===== config.mk =====
export PLATFORM = sky130hd
export DESIGN_NAME = layer1_weight_loader
export DESIGN_NICKNAME = d
export VERILOG_FILES = /design/src/rtl/layer1_weight_loader.sv
export SDC_FILE = /design/constraint.sdc
export NUM_CORES = 1
export LEC_CHECK = 0
export BUFFER_PORTS_ARGS = -buffer_cell sky130_fd_sc_hd__buf_2
export CAP_MARGIN = 20
export CORE_ASPECT_RATIO = 2
export CORE_MARGIN = 1.5
export CORE_UTILIZATION = 56
export CTS_BUF_LIST = sky130_fd_sc_hd__clkbuf_2
export DETAILED_ROUTE_END_ITERATION = 10
export PLACE_DENSITY_LB_ADDON = 0.15
export SLEW_MARGIN = 20
export SYNTH_ARGS = -nofsm -noshare
export SYNTH_HDL_FRONTEND = slang
export SYNTH_SLANG_ARGS = --single-unit

===== constraint.sdc =====
create_clock -name clk -period 2.1 [get_ports clk]
set_input_delay 0.315 -clock clk [delete_from_list [all_inputs] [get_ports clk]]
set_output_delay 0.315 -clock clk [all_outputs]
set_load 0.1 [all_outputs]

===== src/rtl/layer1_weight_loader.sv =====
// Streams one row of weights at a time into a packed row register, then writes each row
// to latch-based weight storage using a SETUP / STROBE / HOLD sequence.

`ifndef RELU_NODES
`define RELU_NODES 4
`endif
`ifndef LAYER_1_BIT_WIDTH
`define LAYER_1_BIT_WIDTH 8
`endif
`ifndef INPUT_LAYER_NODES
`define INPUT_LAYER_NODES 784
`endif

module layer1_weight_loader #(
  parameter int RELU_NODES   = `RELU_NODES,
  parameter int WEIGHT_WIDTH = `LAYER_1_BIT_WIDTH,
  parameter int NODE_COUNT   = `INPUT_LAYER_NODES
) (
  input  logic                               clk,
  input  logic                               reset_n,
  input  logic                               start,
  input  logic [WEIGHT_WIDTH-1:0]            weightIn,
  input  logic                               weightValid,
  output logic                               weightReady,
  output logic                               writeEnable,
  output logic [9:0]                         NodeSelect,
  output logic [RELU_NODES*WEIGHT_WIDTH-1:0] writeIn,
  output logic                               busy,
  output logic                               loadDone
);

  localparam int BEAT_W = (RELU_NODES > 1) ? $clog2(RELU_NODES) : 1;
  localparam int ROW_W  = (NODE_COUNT > 1) ? $clog2(NODE_COUNT) : 1;
  localparam logic [BEAT_W-1:0] LAST_BEAT = BEAT_W'(RELU_NODES - 1);
  localparam logic [ROW_W-1:0]  LAST_ROW  = ROW_W'(NODE_COUNT - 1);

  typedef enum logic [2:0] {
    IDLE,
    FILL,
    SETUP,
    STROBE,
    HOLD,
    DONE
  } state_t;

  state_t             state;
  logic [BEAT_W-1:0]  beat_cnt;
  logic [ROW_W-1:0]   row_cnt;

  // NodeSelect and writeIn only move outside the SETUP..HOLD window, so the latch
  // sees stable address and data one cycle before and after its enable strobe.
  always_ff @(posedge clk or negedge reset_n) begin
    if (!reset_n) begin
      state       <= IDLE;
      beat_cnt    <= '0;
      row_cnt     <= '0;
      weightReady <= 1'b0;
      writeEnable <= 1'b0;
      NodeSelect  <= '0;
      writeIn     <= '0;
      busy        <= 1'b0;
      loadDone    <= 1'b0;
    end else begin
      loadDone <= 1'b0;
      case (state)
        IDLE: begin
          if (start) begin
            state       <= FILL;
            row_cnt     <= '0;
            beat_cnt    <= '0;
            weightReady <= 1'b1;
            busy        <= 1'b1;
          end
        end

        FILL: begin
          if (weightValid && weightReady) begin
            for (int k = 0; k < RELU_NODES; k++) begin
              if (beat_cnt == BEAT_W'(k)) begin
                writeIn[k*WEIGHT_WIDTH +: WEIGHT_WIDTH] <= weightIn;
              end
            end
            if (beat_cnt == LAST_BEAT) begin
              beat_cnt    <= '0;
              weightReady <= 1'b0;
              NodeSelect  <= 10'(row_cnt);
              state       <= SETUP;
            end else begin
              beat_cnt <= beat_cnt + 1'b1;
            end
          end
        end

        SETUP: begin
          writeEnable <= 1'b1;
          state       <= STROBE;
        end

        STROBE: begin
          writeEnable <= 1'b0;
          state       <= HOLD;
        end

        HOLD: begin
          if (row_cnt == LAST_ROW) begin
            busy     <= 1'b0;
            loadDone <= 1'b1;
            state    <= DONE;
          end else begin
            row_cnt     <= row_cnt + 1'b1;
            weightReady <= 1'b1;
            state       <= FILL;
          end
        end

        DONE: begin
          state <= IDLE;
        end

        default: begin
          state       <= IDLE;
          weightReady <= 1'b0;
          writeEnable <= 1'b0;
          busy        <= 1'b0;
        end
      endcase
    end
  end

endmodule


==> impl_metrics.py <==
metrics = {
    "cells_and_area": {
        "final_cells": 328,
        "nets": 285,
        "diodes": 0,
        "area_growth_pct": 18.8,
        "fin_area_sq_um": 3190,
        "fillers": 353,
        "drive_gt1_share_pct": 45.1,
    },
    "logic_synthesis": {
        "synth_largest_area_cell": "dfrtp_1",
        "yosysTopAreaCellShare_pct": 56.9,
        "synthTopCellsByCount": "dfrtp_1 (61), mux2_2 (33), mux2_1 (10), nand2_1 (10), nand3_1 (8)",
        "synthCells": 197,
        "async_reset_ff_share_pct": 100,
        "ys_dominant_reg_cell": "dfrtp_1",
        "synth_edf_count": 0,
        "synth_top_cells_by_area": "dfrtp_1 (57%), mux2_2 (14%), mux2_1 (4.2%)",
        "synth_area_sq_um": 2680,
        "yosysWarnings": 0,
        "yosysMostFrequentCell": "dfrtp_1",
        "synth_seq_area_share_pct": 56.9,
        "synth_cell_types": 45,
        "synth_area_per_cell_sq_um": 13.6,
        "ys_seq_elements": 61,
        "syn-num-nets": 214,
    },
    "worst_setup_path": {
        "cp.required_ns": 2.47,
        "cp-end-kind": "flip-flop",
        "critPathKind": "reg2reg",
        "start_kind": "flip-flop",
        "cp.arrival_ns": 2.31,
        "crit_fanout": 14,
    },
    "die": {
        "rows": 35,
        "initial_core_util_pct": 58.4,
        "die-area_sq_um": 5240,
        "die_w_um": 52.0,
        "ios": 58,
        "die_h_um": 101,
        "core_area_sq_um": 4600,
    },
    "drt": {
        "met2_wirelength_mm": 2.83,
        "routed_wl_mm": 5.18,
        "highest_layer": "met4",
        "dr.pass1.iters": 4,
        "drc_errors": 0,
        "met3_length_um": 211,
        "drtIter0Drc": 20,
        "wl_per_cell_um": 15.8,
        "wl_met1_mm": 2.05,
        "vias": 1829,
        "ant_nets": 0,
        "via_per_inst": 5.58,
    },
    "global_route": {
        "grt.overflow.total": 0,
        "grtUsageTotal_pct": 22.2,
        "grt_max_degree": 37,
        "grt_pass1_wl_mm": 8.41,
        "antenna_found_initial": 0,
        "grt_pass1_vias": 1823,
    },
    "cts": {
        "cts.repair.resized": 0,
        "cts_setup_buffers": 0,
        "cts_tree": "yes",
        "cts_buffers": 9,
        "htree_levels": 3,
        "cts.sinks": 61,
        "clockRootBuffer": "clkbuf_2",
        "cts.clk_slew.worst_paths_ns": 0.18,
        "clk_latency_ns": 0.48,
        "clockBufferDepth": 2,
    },
    "hold_path": {
        "hp-class": "in2reg",
    },
    "place": {
        "place_area_sq_um": 3070,
        "dp_hpwl_mm": 3.86,
        "io_buffers": 57,
        "dp.cells": 311,
        "gp_congestion": 0.836,
    },
    "timing": {
        "setup_viol": 0,
        "finalCritPeriodShare_pct": 92.4,
        "slew_headroom_pct": 67.3,
        "finalMaxSlewViolations": 0,
        "hold_violations": 0,
        "layout_min_cycle_time_ns": 1.94,
        "fmax_mhz": 515,
        "fin_skew_ns": 0.0164,
        "rsz0062_at_grt": "false",
        "worst_slew_pin_slew_ns": 0.494,
        "setup_tns_ns": 0,
    },
    "flow_run": {
        "cap_violations": 0,
    },
    "run_status": {
        "status": "completed",
    },
}
layout by cell type, fill, tap and decap left out, types with 2 or more instances in the layout:
cell,synthesis,layout
mux2_1,10,10
a21oi_1,4,4
buf_4,1,8
nand2_1,10,10
dfrtp_1,61,60
nor3b_1,2,2
mux2_2,33,33
ha_1,5,5
o211ai_1,2,2
buf_2,1,57
buf_12,0,2
nor3_1,2,2
mux2i_1,4,4
nor2_1,5,5
and3_1,6,6
clkbuf_2,0,9
clkinvlp_4,0,3
a211o_1,2,2
nand3_1,8,8
nand4_1,3,3
o21ai_0,4,4
clkinv_2,0,2
inv_1,3,3
o21bai_1,2,2
metrics by stage:
stage | hold slack, ns | setup slack (ns) | util, %
5_1_grt | 0.0625 | 0.0242 | 69.3
3_5_place_dp | 0.243 | 0.191 | 66.7
3_3_place_gp | 0.238 | 0.250 | 66.7
4_1_cts | 0.0539 | 0.144 | 69.3
2_1_floorplan | 0.0194 | 0.230 | -
6_report | 0.0882 | 0.160 | 69.3
worst paths after layout:
kind	start	endpoint	slack, ns	depth (start not counted)
worst max-delay path	state[0]	NodeSelect[1]	0.16	5
worst min-delay path	weightIn[3]	writeIn[27]	0.09	2
worst max register to register	state[0]	NodeSelect[1]	0.16	5
worst min register to register	writeIn[24]	writeIn[24]	0.51	1
max in group asynchronous	reset_n	weightReady	1.31	3
min in group asynchronous	reset_n	writeIn[0]	0.26	2
critical path: stages (launching register included):
cell     delay (ns)
dfrtp_1        0.55
nor3b_2        0.27
and3_1         0.28
and2_1         0.23
buf_12         0.17
mux2_2         0.33
kinds of logic after synthesis:
group	after synthesis	share of synthesized area [%]
DFF	61	56.9
muxes	47	19.5
and+or+nand+nor	50	12.0
buffers and inverters	11	3.12
adders and majority gates	5	2.33
AOI/OAI and AO/OA	23	6.11
registers in the layout, indices dropped and copies added, names as in the netlist:
name	count
loadDone	1
busy	1
row_cnt	10
state	3
weightReady	1
writeIn	32
beat_cnt	2
writeEnable	1
NodeSelect	10
what timing repair did:
item,CTS,global route
endpoints found under the setup margin,0,0
hold endpoints to repair,13,0
hold buffers,1,0
layout make-up:
| cell class | instances | area (sq um) | area share, % |
|---|---|---|---|
| Clock inverter | 7 | 66.3 | 2.08 |
| Timing Repair Buffer | 68 | 395 | 12.4 |
| Tap cell | 55 | 68.8 | 2.16 |
| Clock buffer | 9 | 45.0 | 1.41 |
| Sequential cell | 61 | 1530 | 47.9 |
| Inverter | 3 | 11.3 | 0.353 |
| Multi-Input combinational cell | 125 | 1070 | 33.7 |
per-layer routing:
metal,global-route usage [%],vias to the layer above
li1,-,863
met1,23.8,900
met2,38.7,57
met3,5.93,9
met4,11.3,0
met5,0,-
Power is left out: the tool's default activity adds up to more than one toggle a clock period on the data nets, which glitch-free logic cannot reach.
